<file path="src/rtl/postbox_spi_master_if.sv">
// Host-side byte handshake of postbox_spi_master.
// master: the local host; slave: the SPI framing engine.
interface postbox_spi_master_if;
    logic [7:0] tx_data;
    logic       tx_valid;
    logic       tx_done;
    logic       rx_ready;
    logic [7:0] rx_data;
    logic       rx_valid;
    logic       busy;

    modport master (
        output tx_data,
        output tx_valid,
        output rx_ready,
        input  tx_done,
        input  rx_data,
        input  rx_valid,
        input  busy
    );

    modport slave (
        input  tx_data,
        input  tx_valid,
        input  rx_ready,
        output tx_done,
        output rx_data,
        output rx_valid,
        output busy
    );
endinterface

</file>
<file path="src/rtl/postbox_spi_master.sv">
// SPI mode-0 master for the post_box 16-bit framed link.
// Each frame swaps handshake flags and optionally one byte each way.
module postbox_spi_master #(
    parameter int HALF_PERIOD   = 8,
    parameter int CS_SETUP      = 8,
    parameter int CS_GAP        = 8,
    parameter int POLL_INTERVAL = 4800
) (
    input  logic fpga_clock_48mhz,
    input  logic reset,
    output logic spi_cs,
    output logic spi_sck,
    output logic spi_mosi,
    input  logic spi_miso,
    postbox_spi_master_if.slave host
);

    localparam int MAX_A = (HALF_PERIOD > CS_SETUP) ? HALF_PERIOD : CS_SETUP;
    localparam int MAX_T = (MAX_A > CS_GAP) ? MAX_A : CS_GAP;
    localparam int CW    = (MAX_T > 1) ? $clog2(MAX_T) : 1;
    localparam int PW    = (POLL_INTERVAL > 1) ? $clog2(POLL_INTERVAL) : 1;

    typedef enum logic [2:0] {
        IDLE,
        SETUP,
        HIGH,
        LOW,
        HOLD,
        GAP
    } state_t;

    state_t      state;
    state_t      state_next;
    logic [CW-1:0] cnt;
    logic [CW-1:0] cnt_next;
    logic [3:0]  edge_cnt;
    logic [3:0]  edge_next;
    logic [PW-1:0] poll_cnt;
    logic [PW-1:0] poll_next;
    logic [15:0] frame;
    logic [15:0] frame_next;
    logic        has_byte;
    logic        has_byte_next;
    logic        has_space;
    logic        has_space_next;
    logic [7:0]  shifter;
    logic [7:0]  shifter_next;
    logic        cs;
    logic        cs_next;
    logic        sck;
    logic        sck_next;
    logic        mosi;
    logic        mosi_next;
    logic        tx_done;
    logic        tx_done_next;
    logic        rx_valid;
    logic        rx_valid_next;
    logic [7:0]  rx_data;
    logic [7:0]  rx_data_next;
    logic        sample;
    logic        poll_due;
    logic        miso_meta;
    logic        miso_s;

    assign poll_due = (POLL_INTERVAL != 0)
                   && (poll_cnt == PW'(POLL_INTERVAL - 1));

    // Two-flop synchroniser for the asynchronous MISO pin.
    always_ff @(posedge fpga_clock_48mhz) begin
        if (reset) begin
            miso_meta <= 1'b0;
            miso_s    <= 1'b0;
        end else begin
            miso_meta <= spi_miso;
            miso_s    <= miso_meta;
        end
    end

    // Frame sequencer: phase timing, MOSI bit selection and outcome.
    always_comb begin
        state_next     = state;
        cnt_next       = cnt + 1'b1;
        edge_next      = edge_cnt;
        poll_next      = poll_cnt;
        frame_next     = frame;
        has_byte_next  = has_byte;
        has_space_next = has_space;
        shifter_next   = shifter;
        cs_next        = cs;
        sck_next       = sck;
        mosi_next      = mosi;
        tx_done_next   = 1'b0;
        rx_valid_next  = 1'b0;
        rx_data_next   = rx_data;
        sample         = 1'b0;

        unique case (state)
            IDLE: begin
                cnt_next = '0;
                if (host.tx_valid || poll_due) begin
                    state_next = SETUP;
                    poll_next  = '0;
                    edge_next  = 4'd0;
                    cs_next    = 1'b0;
                    mosi_next  = host.tx_valid;
                    frame_next = {host.tx_valid, host.rx_ready, 6'b000000,
                                  host.tx_valid ? host.tx_data : 8'h00};
                end else if (POLL_INTERVAL != 0) begin
                    poll_next = poll_cnt + 1'b1;
                end
            end
            SETUP: begin
                if (cnt == CW'(CS_SETUP - 1)) begin
                    state_next = HIGH;
                    cnt_next   = '0;
                    sck_next   = 1'b1;
                    sample     = 1'b1;
                end
            end
            HIGH: begin
                if (cnt == CW'(HALF_PERIOD - 1)) begin
                    cnt_next = '0;
                    sck_next = 1'b0;
                    if (edge_cnt == 4'd15) begin
                        state_next = HOLD;
                        mosi_next  = 1'b0;
                    end else begin
                        state_next = LOW;
                        mosi_next  = frame[4'd14 - edge_cnt];
                    end
                end
            end
            LOW: begin
                if (cnt == CW'(HALF_PERIOD - 1)) begin
                    state_next = HIGH;
                    cnt_next   = '0;
                    sck_next   = 1'b1;
                    edge_next  = edge_cnt + 1'b1;
                    sample     = 1'b1;
                end
            end
            HOLD: begin
                if (cnt == CW'(HALF_PERIOD - 1)) begin
                    state_next   = GAP;
                    cnt_next     = '0;
                    cs_next      = 1'b1;
                    edge_next    = 4'd0;
                    tx_done_next = frame[15] & has_space;
                    if (frame[14] && has_byte) begin
                        rx_valid_next = 1'b1;
                        rx_data_next  = shifter;
                    end
                end
            end
            GAP: begin
                if (cnt == CW'(CS_GAP - 1)) begin
                    state_next = IDLE;
                    cnt_next   = '0;
                    poll_next  = '0;
                end
            end
            default: begin
                state_next = IDLE;
            end
        endcase

        if (sample) begin
            unique case (1'b1)
                (edge_next == 4'd0): has_byte_next  = miso_s;
                (edge_next == 4'd1): has_space_next = miso_s;
                edge_next[3]:        shifter_next   = {shifter[6:0], miso_s};
                default: ;
            endcase
        end
    end

    // State and output registers; reset forces the pins idle at once.
    always_ff @(posedge fpga_clock_48mhz) begin
        if (reset) begin
            state     <= IDLE;
            cnt       <= '0;
            edge_cnt  <= 4'd0;
            poll_cnt  <= '0;
            frame     <= 16'h0000;
            has_byte  <= 1'b0;
            has_space <= 1'b0;
            shifter   <= 8'h00;
            cs        <= 1'b1;
            sck       <= 1'b0;
            mosi      <= 1'b0;
            tx_done   <= 1'b0;
            rx_valid  <= 1'b0;
            rx_data   <= 8'h00;
        end else begin
            state     <= state_next;
            cnt       <= cnt_next;
            edge_cnt  <= edge_next;
            poll_cnt  <= poll_next;
            frame     <= frame_next;
            has_byte  <= has_byte_next;
            has_space <= has_space_next;
            shifter   <= shifter_next;
            cs        <= cs_next;
            sck       <= sck_next;
            mosi      <= mosi_next;
            tx_done   <= tx_done_next;
            rx_valid  <= rx_valid_next;
            rx_data   <= rx_data_next;
        end
    end

    assign spi_cs        = cs;
    assign spi_sck       = sck;
    assign spi_mosi      = mosi;
    assign host.tx_done  = tx_done;
    assign host.rx_valid = rx_valid;
    assign host.rx_data  = rx_data;
    assign host.busy     = (state != IDLE);

endmodule
</file>
<file path="src/flat_wrapper.sv">
// flat-port wrapper written by rule: the top's interface ports become plain ports
module postbox_spi_master_flat 
#(
    parameter int HALF_PERIOD   = 8,
    parameter int CS_SETUP      = 8,
    parameter int CS_GAP        = 8,
    parameter int POLL_INTERVAL = 4800
)
  (fpga_clock_48mhz, reset, spi_cs, spi_sck, spi_mosi, spi_miso, host_tx_data, host_tx_valid, host_rx_ready, host_tx_done, host_rx_data, host_rx_valid, host_busy);
  postbox_spi_master_if host_i ();
  input  logic fpga_clock_48mhz;
  input  logic reset;
  output logic spi_cs;
  output logic spi_sck;
  output logic spi_mosi;
  input  logic spi_miso;
  input wire logic [$bits(host_i.tx_data)-1:0] host_tx_data;
  input wire logic [$bits(host_i.tx_valid)-1:0] host_tx_valid;
  input wire logic [$bits(host_i.rx_ready)-1:0] host_rx_ready;
  output wire logic [$bits(host_i.tx_done)-1:0] host_tx_done;
  output wire logic [$bits(host_i.rx_data)-1:0] host_rx_data;
  output wire logic [$bits(host_i.rx_valid)-1:0] host_rx_valid;
  output wire logic [$bits(host_i.busy)-1:0] host_busy;
  assign host_i.tx_data = host_tx_data;
  assign host_i.tx_valid = host_tx_valid;
  assign host_i.rx_ready = host_rx_ready;
  assign host_tx_done = host_i.tx_done;
  assign host_rx_data = host_i.rx_data;
  assign host_rx_valid = host_i.rx_valid;
  assign host_busy = host_i.busy;
  postbox_spi_master #(.HALF_PERIOD(HALF_PERIOD), .CS_SETUP(CS_SETUP), .CS_GAP(CS_GAP), .POLL_INTERVAL(POLL_INTERVAL)) u_core (.fpga_clock_48mhz(fpga_clock_48mhz), .reset(reset), .spi_cs(spi_cs), .spi_sck(spi_sck), .spi_mosi(spi_mosi), .spi_miso(spi_miso), .host(host_i));
endmodule
</file>
<file path="config.mk">
export PLATFORM = sky130hd
export DESIGN_NAME = postbox_spi_master_flat
export DESIGN_NICKNAME = d
export VERILOG_FILES = /design/src/rtl/postbox_spi_master_if.sv /design/src/rtl/postbox_spi_master.sv /design/src/flat_wrapper.sv
export SDC_FILE = /design/constraint.sdc
export NUM_CORES = 1
export LEC_CHECK = 0
export ABC_CLOCK_PERIOD_IN_PS = 6760
export CAP_MARGIN = 20
export CORE_MARGIN = 1.5
export CORE_UTILIZATION = 59
export DETAILED_ROUTE_END_ITERATION = 7
export DONT_BUFFER_PORTS = 1
export PLACE_DENSITY = 0.75
export SETUP_SLACK_MARGIN = 0.3
export SYNTH_ARGS = -nofsm -noshare
export SYNTH_HDL_FRONTEND = slang
export SYNTH_SLANG_ARGS = --single-unit
</file>
<file path="constraint.sdc">
create_clock -name fpga_clock_48mhz -period 6.76 [get_ports fpga_clock_48mhz]
set_clock_uncertainty 0.2 [all_clocks]
set_input_delay 1.014 -clock fpga_clock_48mhz [delete_from_list [all_inputs] [get_ports fpga_clock_48mhz]]
set_output_delay 1.014 -clock fpga_clock_48mhz [all_outputs]
set_load 0.01 [all_outputs]
</file>
==> metrics.yaml <==
status:
  status: "complete, no violations"
setup_path:
  regToRegEndpoint: "u_core.has_byte"
  crit_end: "u_core.has_byte"
  startpoint: "u_core.cnt[0]"
  worstPathCellList: "ha_1 -> ha_1 -> inv_1 -> ha_1 -> nand2b_1 -> o22ai_1 -> a22oi_1 -> o211ai_2 -> nor4_1 -> mux2i_1"
  crit_path_max_fanout: 14
  r2r_cells: 10
  crit_buf_inv: 1
  cpPeakStageDelay_ns: 0.44
  cp-end-kind: "register"
  cp_top_family: "adder cells"
  cp.arrival_ns: 2.85
  path_depth: 10
  path_common_cell: "ha_1"
  worst_path_max_delay_cell: "ha_1"
  ff2ff_setup_slack_ns: 4.00
  crit_path_start_kind: "register"
  reg2reg_from: "u_core.cnt[0]"
  critical_path_class: "register to register"
  required_ns: 6.85
logic_synthesis:
  ys.flop_type: "dfxtp_1"
  synth_common_cells: "dfxtp_1, nor2_1, mux2i_1"
  ys_warn_count: 0
  syn-instance-count: 286
  async_flop_share_pct: 0
  yosysTopAreaCellShare_pct: 44.3
  yosys-top-cells-area: "dfxtp_1, mux2i_1, nor2_1"
  yosysSeqAreaShare_pct: 44.3
  synth.avg_cell_area_um2: 9.16
  syn_nets: 304
  syn_area_um2: 2620
  ys_types: 48
  synth_edf_count: 0
  yosysMostFrequentCell: "dfxtp_1"
  yosysTopAreaCell: "dfxtp_1"
  synth_seq_cells: 58
cts:
  postCtsSetupBuffers: 0
  cts_hold_buffers: 0
  ctsHtreeMaxLevel: 3
  cts_root_buffer: "clkbuf_8"
  clk_path_buf_depth: 2
  cts_tree: "done"
  clock_latency_ns: 0.35
  clk_pin_slew_ns: 0.07
  clock_sinks: 58
  numCtsBuffers: 9
  cts-resized-gates: 0
power_and_ir_drop:
  total_leakage_power_nw: 1.02
  finalPower_mw: 0.804
  vdd_drop_max_mv: 0.200
  powerDensity_nw_per_um2: 280
sta:
  min_period_ns: 2.76
  grt_setup_unrepaired: "false"
  fmax_ghz: 0.362
  finalCritPeriodShare_pct: 40.8
  setup_viol: 0
  slew_headroom_pct: 50.9
  tns_ns: 0
  tightest_slew_ns: 0.736
  finalHoldViolations: 0
  maxSlewViolCount: 0
die:
  rows: 24
  io_pins: 27
  die_x_um: 69.6
  die_h_um: 69.6
  initial_core_util_pct: 60.6
  core_region_area_um2: 4320
  dieArea_um2: 4850
routing:
  ant_nets: 0
  routed_wl_mm: 5.23
  routedWlPerCell_um: 15.4
  drt-initial-drc-count: 67
  vias_per_cell: 6.00
  firstDrtPassIters: 4
  dr_total_vias: 2033
  drc: 0
grt:
  grt_overflow_total: 0
  grt_pass1_vias: 1833
  grt.total_usage_pct: 23.2
  antenna_found_initial: 0
  grt_pass1_wl_mm: 8.67
  grt_start_max_net_pins: 44
job:
  maxCapViolations: 0
finish:
  drive_gt1_share_pct: 10.1
  nFillCells: 364
  diodes: 0
  nets: 300
  area_growth_pct: 9.65
placed_design:
  hpwl_mm: 3.50
  io_buffers: 0
  globalplace.congestion: 0.827
hold_path:
  min-delay-path-class: "register to register"
[metal layers]
layer / global-route usage [%] / routed length (µm)
met5: 0 / 0
met4: 15.4 / 160
met3: 8.43 / 316
met2: 35.3 / 2450
met1: 27.4 / 2300
[power by group]
| group | switching, mW | total [mW] | internal [mW] | leakage (nW) |
|---|---|---|---|---|
| combinational | 0.0275 | 0.0453 | 0.0178 | 0.421 |
| clock | 0.151 | 0.399 | 0.248 | 0.124 |
| sequential | 0.00887 | 0.360 | 0.351 | 0.470 |
| total | 0.187 | 0.804 | 0.617 | 1.02 |
[cell usage in the layout (no fill, tap or decap), drive strengths merged, types with 2 or more instances in the layout]
cell    netlist  layout
nand3        10      10
nand2        17      17
bufinv        0       3
o21ai         5       5
and2          6       6
a21oi         9       9
or2           3       3
clkinv        1       3
a22o          4       4
a41oi         2       2
nor4          2       2
a22oi         9       9
mux2i        22      22
inv           5       7
nand4         8       8
xnor2         2       2
nor4b         3       3
nand3b        3       3
dfxtp        58      58
mux4          2       2
a211oi        3       3
nor3          2       2
xor2         10      10
or3           3       3
o22ai         3       3
ha            5       5
nor2         52      52
nor2b         5       5
clkbuf       11       9
a31oi         6       6
[area by class of cell]
| cell class | count | area, µm² | area share [%] |
|---|---|---|---|
| Clock inverter | 7 | 125 | 4.36 |
| Inverter | 6 | 22.5 | 0.784 |
| Clock buffer | 9 | 124 | 4.31 |
| Multi-Input combinational cell | 207 | 1370 | 47.8 |
| Tap cell | 52 | 65.1 | 2.27 |
| Sequential cell | 58 | 1160 | 40.4 |
[stage by stage]
step | setup slack (ns) | instance area (µm²) | hold slack, ns | util, % | cells
2_1_floorplan | 4.46 | 2620 | 0.207 | - | 286
3_3_place_gp | 4.13 | 2620 | 0.213 | 60.6 | 323
3_5_place_dp | 4.03 | 2620 | 0.224 | 60.6 | 323
4_1_cts | 4.03 | 2870 | 0.234 | 66.4 | 339
5_1_grt | 3.77 | 2870 | 0.261 | 66.4 | 339
6_report | 4.00 | 2870 | 0.239 | 66.4 | 339
[cells by family after synthesis]
group	share of synthesized area [%]
AND/OR/NAND/NOR	23.0
flip-flops	44.3
AO/OA/AOI/OAI	12.9
multiplexers	10.1
buffers and inverters	3.20
XOR/XNOR	4.01
adder cells (fa/ha/maj)	2.39
[worst min path at each step]
| stage | start | end | slack, ns | cells past startpoint |
|---|---|---|---|---|
| 5_1_grt | u_core.cnt[0] | u_core.cnt[0] | 0.26 | 1 |
| 6_report | u_core.cnt[0] | u_core.cnt[0] | 0.24 | 1 |
| 2_1_floorplan | u_core.cnt[0] | u_core.cnt[0] | 0.21 | 1 |
| 3_3_place_gp | u_core.cnt[0] | u_core.cnt[0] | 0.21 | 1 |
| 3_5_place_dp | u_core.cnt[0] | u_core.cnt[0] | 0.22 | 1 |
| 4_1_cts | u_core.cnt[0] | u_core.cnt[0] | 0.23 | 1 |
[sequential cells by signal, indices dropped and copies added (netlist names)]
name / count
u_core.shifter: 8
u_core.host.rx_data: 8
u_core.poll_cnt: 13
u_core.spi_mosi: 1
u_core.host.rx_valid: 1
u_core.has_space: 1
u_core.state: 3
u_core.spi_sck: 1
u_core.miso_s: 1
u_core.has_byte: 1
u_core.edge_cnt: 4
u_core.cnt: 3
u_core.frame: 10
u_core.miso_meta: 1
u_core.host.tx_done: 1
u_core.spi_cs: 1
No activity file was read; power rests on OpenSTA's default activity.
